<file path="src/rtl/cfu_arb2_l2.sv">
// cfu_arb2_l2: shares one CFU-L2 streaming target between two CFU-L2 initiators.
// Requests are arbitrated combinationally and each winner index is queued in
// an in-order tag FIFO that routes target responses back to their issuer.
// Build option: define CFU_ARB2_FIXED_PRIO_EN for fixed priority (i0 wins ties);
// left undefined the arbiter is round-robin.
module cfu_arb2_l2 #(
  parameter int CFU_N_CFUS    = 1,
  parameter int CFU_N_STATES  = 1,
  parameter int CFU_FUNC_ID_W = 10,
  parameter int CFU_INSN_W    = 32,
  parameter int CFU_DATA_W    = 32,
  parameter int DEPTH         = 4,
  localparam int CFU_ID_W     = (CFU_N_CFUS > 1) ? $clog2(CFU_N_CFUS) : 1,
  localparam int STATE_W      = (CFU_N_STATES > 1) ? $clog2(CFU_N_STATES) : 1
) (
  input  logic                     clk,
  input  logic                     rst,
  // initiator 0
  input  logic                     i0_req_valid,
  output logic                     i0_req_ready,
  input  logic [CFU_ID_W-1:0]      i0_req_cfu,
  input  logic [STATE_W-1:0]       i0_req_state,
  input  logic [CFU_FUNC_ID_W-1:0] i0_req_func,
  input  logic [CFU_INSN_W-1:0]    i0_req_insn,
  input  logic [CFU_DATA_W-1:0]    i0_req_data0,
  input  logic [CFU_DATA_W-1:0]    i0_req_data1,
  output logic                     i0_resp_valid,
  input  logic                     i0_resp_ready,
  output logic [3:0]               i0_resp_status,
  output logic [CFU_DATA_W-1:0]    i0_resp_data,
  // initiator 1
  input  logic                     i1_req_valid,
  output logic                     i1_req_ready,
  input  logic [CFU_ID_W-1:0]      i1_req_cfu,
  input  logic [STATE_W-1:0]       i1_req_state,
  input  logic [CFU_FUNC_ID_W-1:0] i1_req_func,
  input  logic [CFU_INSN_W-1:0]    i1_req_insn,
  input  logic [CFU_DATA_W-1:0]    i1_req_data0,
  input  logic [CFU_DATA_W-1:0]    i1_req_data1,
  output logic                     i1_resp_valid,
  input  logic                     i1_resp_ready,
  output logic [3:0]               i1_resp_status,
  output logic [CFU_DATA_W-1:0]    i1_resp_data,
  // target
  output logic                     t_req_valid,
  input  logic                     t_req_ready,
  output logic [CFU_ID_W-1:0]      t_req_cfu,
  output logic [STATE_W-1:0]       t_req_state,
  output logic [CFU_FUNC_ID_W-1:0] t_req_func,
  output logic [CFU_INSN_W-1:0]    t_req_insn,
  output logic [CFU_DATA_W-1:0]    t_req_data0,
  output logic [CFU_DATA_W-1:0]    t_req_data1,
  input  logic                     t_resp_valid,
  output logic                     t_resp_ready,
  input  logic [3:0]               t_resp_status,
  input  logic [CFU_DATA_W-1:0]    t_resp_data
);

  localparam int PTR_W = (DEPTH > 1) ? $clog2(DEPTH) : 1;

  logic             lock;
  logic             lock_sel;
  logic             pick;
  logic             sel;
  logic             full;
  logic             empty;
  logic             head;
  logic             accept;
  logic             req_fire;
  logic             resp_fire;
  logic [DEPTH-1:0] tag_mem;
  logic [PTR_W-1:0] wr_ptr;
  logic [PTR_W-1:0] rd_ptr;
  logic [PTR_W:0]   count;

  assign full  = (count == (PTR_W + 1)'(DEPTH));
  assign empty = (count == '0);
  assign head  = tag_mem[rd_ptr];

`ifdef CFU_ARB2_FIXED_PRIO_EN
  // i0 wins whenever it is valid
  assign pick = !i0_req_valid && i1_req_valid;
`else
  logic last;

  // on a tie choose the initiator that did not win last; otherwise the valid one
  assign pick = (i0_req_valid && i1_req_valid) ? !last : i1_req_valid;

  // round-robin history, updated on every accepted request
  always_ff @(posedge clk) begin
    if (rst) begin
      last <= 1'b1;
    end else if (req_fire) begin
      last <= sel;
    end
  end
`endif

  // a stalled request keeps its winner so the target payload cannot change
  assign sel = lock ? lock_sel : pick;

  assign accept       = !rst && t_req_ready && !full;
  assign t_req_valid  = !rst && !full && (sel ? i1_req_valid : i0_req_valid);
  assign i0_req_ready = accept && !sel;
  assign i1_req_ready = accept && sel;
  assign req_fire     = t_req_valid && t_req_ready;

  assign t_req_cfu   = sel ? i1_req_cfu   : i0_req_cfu;
  assign t_req_state = sel ? i1_req_state : i0_req_state;
  assign t_req_func  = sel ? i1_req_func  : i0_req_func;
  assign t_req_insn  = sel ? i1_req_insn  : i0_req_insn;
  assign t_req_data0 = sel ? i1_req_data0 : i0_req_data0;
  assign t_req_data1 = sel ? i1_req_data1 : i0_req_data1;

  // responses go to the initiator recorded at the FIFO head
  assign i0_resp_valid  = !rst && t_resp_valid && !empty && !head;
  assign i1_resp_valid  = !rst && t_resp_valid && !empty && head;
  assign t_resp_ready   = !rst && !empty && (head ? i1_resp_ready : i0_resp_ready);
  assign resp_fire      = t_resp_valid && t_resp_ready;
  assign i0_resp_status = t_resp_status;
  assign i1_resp_status = t_resp_status;
  assign i0_resp_data   = t_resp_data;
  assign i1_resp_data   = t_resp_data;

  // hold the winner while the target back-pressures, release on fire
  always_ff @(posedge clk) begin
    if (rst) begin
      lock     <= 1'b0;
      lock_sel <= 1'b0;
    end else if (req_fire) begin
      lock     <= 1'b0;
    end else if (t_req_valid && !t_req_ready) begin
      lock     <= 1'b1;
      lock_sel <= sel;
    end
  end

  // in-order tag FIFO: push winner on request fire, pop on response fire
  always_ff @(posedge clk) begin
    if (rst) begin
      tag_mem <= '0;
      wr_ptr  <= '0;
      rd_ptr  <= '0;
      count   <= '0;
    end else begin
      if (req_fire) begin
        tag_mem[wr_ptr] <= sel;
        wr_ptr          <= wr_ptr + PTR_W'(1);
      end
      if (resp_fire) begin
        rd_ptr <= rd_ptr + PTR_W'(1);
      end
      if (req_fire && !resp_fire) begin
        count <= count + (PTR_W + 1)'(1);
      end else if (resp_fire && !req_fire) begin
        count <= count - (PTR_W + 1)'(1);
      end
    end
  end

  // a target response with no outstanding request breaks the ordering contract
  a_resp_needs_tag: assert property (@(posedge clk) disable iff (rst) !(t_resp_valid && empty));

endmodule

</file>
<file path="config.mk">
export PLATFORM = sky130hd
export DESIGN_NAME = cfu_arb2_l2
export DESIGN_NICKNAME = d
export VERILOG_FILES = /design/src/rtl/cfu_arb2_l2.sv
export SDC_FILE = /design/constraint.sdc
export NUM_CORES = 1
export LEC_CHECK = 0
export ABC_CLOCK_PERIOD_IN_PS = 2400
export BUFFER_PORTS_ARGS = -buffer_cell sky130_fd_sc_hd__buf_2
export CORE_AREA = 2 2 171 173
export CTS_CLUSTER_DIAMETER = 80
export DETAILED_ROUTE_END_ITERATION = 10
export DIE_AREA = 0 0 173 175
export GPL_ROUTABILITY_DRIVEN = 1
export MAX_ROUTING_LAYER = met4
export SYNTH_ARGS = -nofsm -noshare
export SYNTH_HDL_FRONTEND = slang
export SYNTH_SLANG_ARGS = --single-unit
</file>
<file path="constraint.sdc">
create_clock -name clk -period 2.4 [get_ports clk]
set_input_delay 0.36 -clock clk [delete_from_list [all_inputs] [get_ports clk]]
set_output_delay 0.36 -clock clk [all_outputs]
set_load 0.02 [all_outputs]
</file>
==> metrics.cfg <==
[layout]
final.fill_count=3239
syn2layout_area_growth_pct=72.21
multi_input_area_um2=1782
regArea_um2=287.8
final_nets=826
postLayoutCellArea_um2=4589
layout-drive-gt1-share=0.8801

[routing]
drtIter0Drc=62
vias=3089
drt-total-wl_mm=13.65
viasPerCell=3.272
wl_per_cell_um=14.46
drc=0
firstDrtPassIters=4
ant_nets=0

[logic_synthesis]
synth_xor_area_frac=0.006573
yosysWarningCount=0
synth_edf_count=0
synth_compound_area_frac=0.06573
synth_adder_area_share=0.03099
synth-simple-area-share=0.05775
synth_mux_area_frac=0.4869
synth_top_family_by_area=multiplexers
syn_area_um2=2665
synth_ff_type=dfxtp_1
syn_avg_cell_area_um2=9.451
synth-async-reset-ratio=0
synthCells=282
yosysUniqueCellTypes=35
seq_area_frac_synth=0.1052
ys_ff_latch=14
syn_nets=548

[grt]
antenna_found_initial=0
grt_pass1_vias=2982
grt_max_degree=43
grt_pass1_wl_mm=18.51
met1_usage=0.1087
top_usage_layer=met2
grt_use_met3=0.03155
use_met2=0.1245
gr-total-overflow=0
grt_util_all_layers=0.08277

[job]
drv_cap=0

[place]
post-dp-hpwl_mm=12.07
dpl-instance-area_um2=4383
gp_congestion=0.7855
port_buffers=337

[hold_path]
hold_end=wr_ptr[1]$_SDFFE_PP0P_
min_path_type=in -> reg
hold_depth=3
min_from=t_req_ready

[power_and_ir_drop]
swShare=0.4162
leakagePower_nw=2.309
p_comb_frac=0.660
p_clk_frac=0.190
switching_power_mw=0.7762
seqPwrFrac=0.150
power_density_nw_per_um2=406.3
internal-power_mw=1.089
power.total_mw=1.865
ir_drop_mv=0.3063

[worst_setup_path]
path_common_cell=mux2i_2
r2r_end=count[2]$_SDFFE_PP0P_
crit_required_ps=2580
crit_arrival_ps=2550
path_max_fanout=4
r2r-start=rd_ptr[1]$_SDFFE_PP0P_
path_delay_family=multiplexers
ff2ff_path_depth=10
crit_buf_inv=1
crit_path_max_incr_delay_ps=360
r2r_setup_slack_ps=30
worstSetupStartpointType=flop
critical_path.slowest_cell=dfxtp_4
critPathCaptureType=flop
crit_chain=mux2i_2 -> mux2_4 -> mux2i_2 -> or2_4 -> ha_4 -> inv_1 -> fa_2 -> xor2_1 -> or3_1 -> a21oi_1
path_class=reg -> reg

[die]
dieArea_um2=30280
die_w_um=173
die_y_um=175
io_pins=446
rows=62
coreArea_um2=28390
start_util=0.09387

[cts]
clock_path_buffers=2
cts_tree=done
cts_buffers=3
clk-insertion-delay-late_ps=250
path_clk_slew_ps=50
cts_root_buf=clkbuf_16
cts_max_level=1
clock-sinks=14

[sta]
grt_setup_unrepaired=yes
drv_slew=0
min_period_ps=2368
clock-skew-final_ps=4.437
tightest_slew_ps=494.7
period_share=0.9866
setup_viol=0
fmax_mhz=422.3
max_slew_margin=0.6676
hold_viol_final=0

[outcome]
status=completed

[state kept, by name, summed over array words and instances (netlist names)]
signal    count
count         3
last          1
lock          1
lock_sel      1
rd_ptr        2
tag_mem       4
wr_ptr        2
[area by class of cell]
cell class | instances | share of cell area
repair buffers | 359 | 0.4179
flip-flops and latches | 14 | 0.06270
multi-input cells | 174 | 0.3882
clock buffers | 4 | 0.01936
inverters | 8 | 0.006543
diodes | 1 | 0.0005453
well taps | 384 | 0.1047
[cell usage in the layout, fill, tap and decap left out, types with 2 or more instances in the layout]
master     count
a21oi_1        4
a31o_2         4
and3_1         4
buf_12         2
buf_2        337
buf_4         17
clkbuf_16      4
dfxtp_1       10
dfxtp_2        3
ha_1           4
inv_1          7
mux2_2       108
mux2i_1        5
mux2i_2        2
nand2_1        2
nand3_1        6
nor2_1         6
nor2b_1        2
nor3_1         2
o21ai_0        3
or3_1          2
xor2_1         2
[timing repair]
item                       in CTS  in global routing
resized for setup               1                  8
setup endpoints to repair      12                 22
setup buffers                   6                  2
hold buffers                    0                  0
hold endpoints to repair        0                  0
gates cloned                    0                  1
[worst register-to-register path: cells and delay by family, from the launching register on]
family                   cells  cell delay, ps
multiplexers                 3             690
flip-flops                   1             360
buffers and inverters        1              50
XOR/XNOR                     1             160
AO/OA/AOI/OAI                1             110
AND/OR/NAND/NOR              2             470
adder cells (fa/ha/maj)      2             460
[per-stage QoR]
step / instances / util / setup slack, ps / hold slack (ps) / setup TNS [ps]
2_1_floorplan: 282 / - / -6.982 / 459.1 / -6.982
3_3_place_gp: 930 / 0.1544 / 73.71 / 478.9 / 0
3_5_place_dp: 930 / 0.1544 / -50.49 / 476.5 / -50.49
4_1_cts: 940 / 0.1591 / 11.57 / 394.0 / 0
5_1_grt: 943 / 0.1616 / -76.99 / 423.5 / -76.99
6_report: 944 / 0.1616 / 32.18 / 397.8 / 0
[kinds of logic after synthesis]
kind of cell | count (synthesis)
buffers and inverters | 94
AO/OA/AOI/OAI | 21
XOR/XNOR | 2
adder cells (fa/ha/maj) | 6
AND/OR/NAND/NOR | 29
flip-flops | 14
multiplexers | 116
[worst max path at each step]
stage,start,to,slack (ps),depth (start not counted)
2_1_floorplan,count[2]$_SDFFE_PP0P_,count[2]$_SDFFE_PP0P_,-7,10
3_3_place_gp,rd_ptr[1]$_SDFFE_PP0P_,count[2]$_SDFFE_PP0P_,70,10
3_5_place_dp,rd_ptr[1]$_SDFFE_PP0P_,count[2]$_SDFFE_PP0P_,-50,10
4_1_cts,rd_ptr[1]$_SDFFE_PP0P_,count[2]$_SDFFE_PP0P_,10,10
5_1_grt,rd_ptr[1]$_SDFFE_PP0P_,count[2]$_SDFFE_PP0P_,-80,10
6_report,rd_ptr[1]$_SDFFE_PP0P_,count[2]$_SDFFE_PP0P_,30,10
[layer usage]
layer / vias to the layer above / share of wire
met5: - / 0
met4: 0 / 0.0034
met3: 4 / 0.11
met2: 219 / 0.45
met1: 1382 / 0.44
li1: 1484 / -
[synth_stat cells, types with 2 or more instances]
cell type / n / area, um2
mux2_2: 109 / 1227
buf_4: 80 / 600.6
dfxtp_1: 14 / 280.3
inv_1: 8 / 30.03
mux2i_1: 7 / 70.07
nand3_1: 6 / 30.03
nor2_1: 6 / 22.52
ha_1: 5 / 62.56
a21oi_1: 4 / 20.02
a31o_2: 4 / 35.03
and3_1: 4 / 25.02
buf_2: 4 / 20.02
o21ai_0: 3 / 15.01
clkbuf_1: 2 / 7.510
nand2_1: 2 / 7.510
nor2b_1: 2 / 12.51
nor3_1: 2 / 10.01
or3_1: 2 / 12.51
xor2_1: 2 / 17.52
[power by group through the flow]
stage / combinational, mW / sequential [mW] / clock (mW)
floorplan: 0.886 / 0.280 / 0
global placement: 1.19 / 0.284 / 0
detailed placement: 1.21 / 0.285 / 0
CTS: 1.22 / 0.280 / 0.363
global route: 1.31 / 0.284 / 0.372
finish: 1.23 / 0.279 / 0.355
No activity file was read; power rests on OpenSTA's default activity.
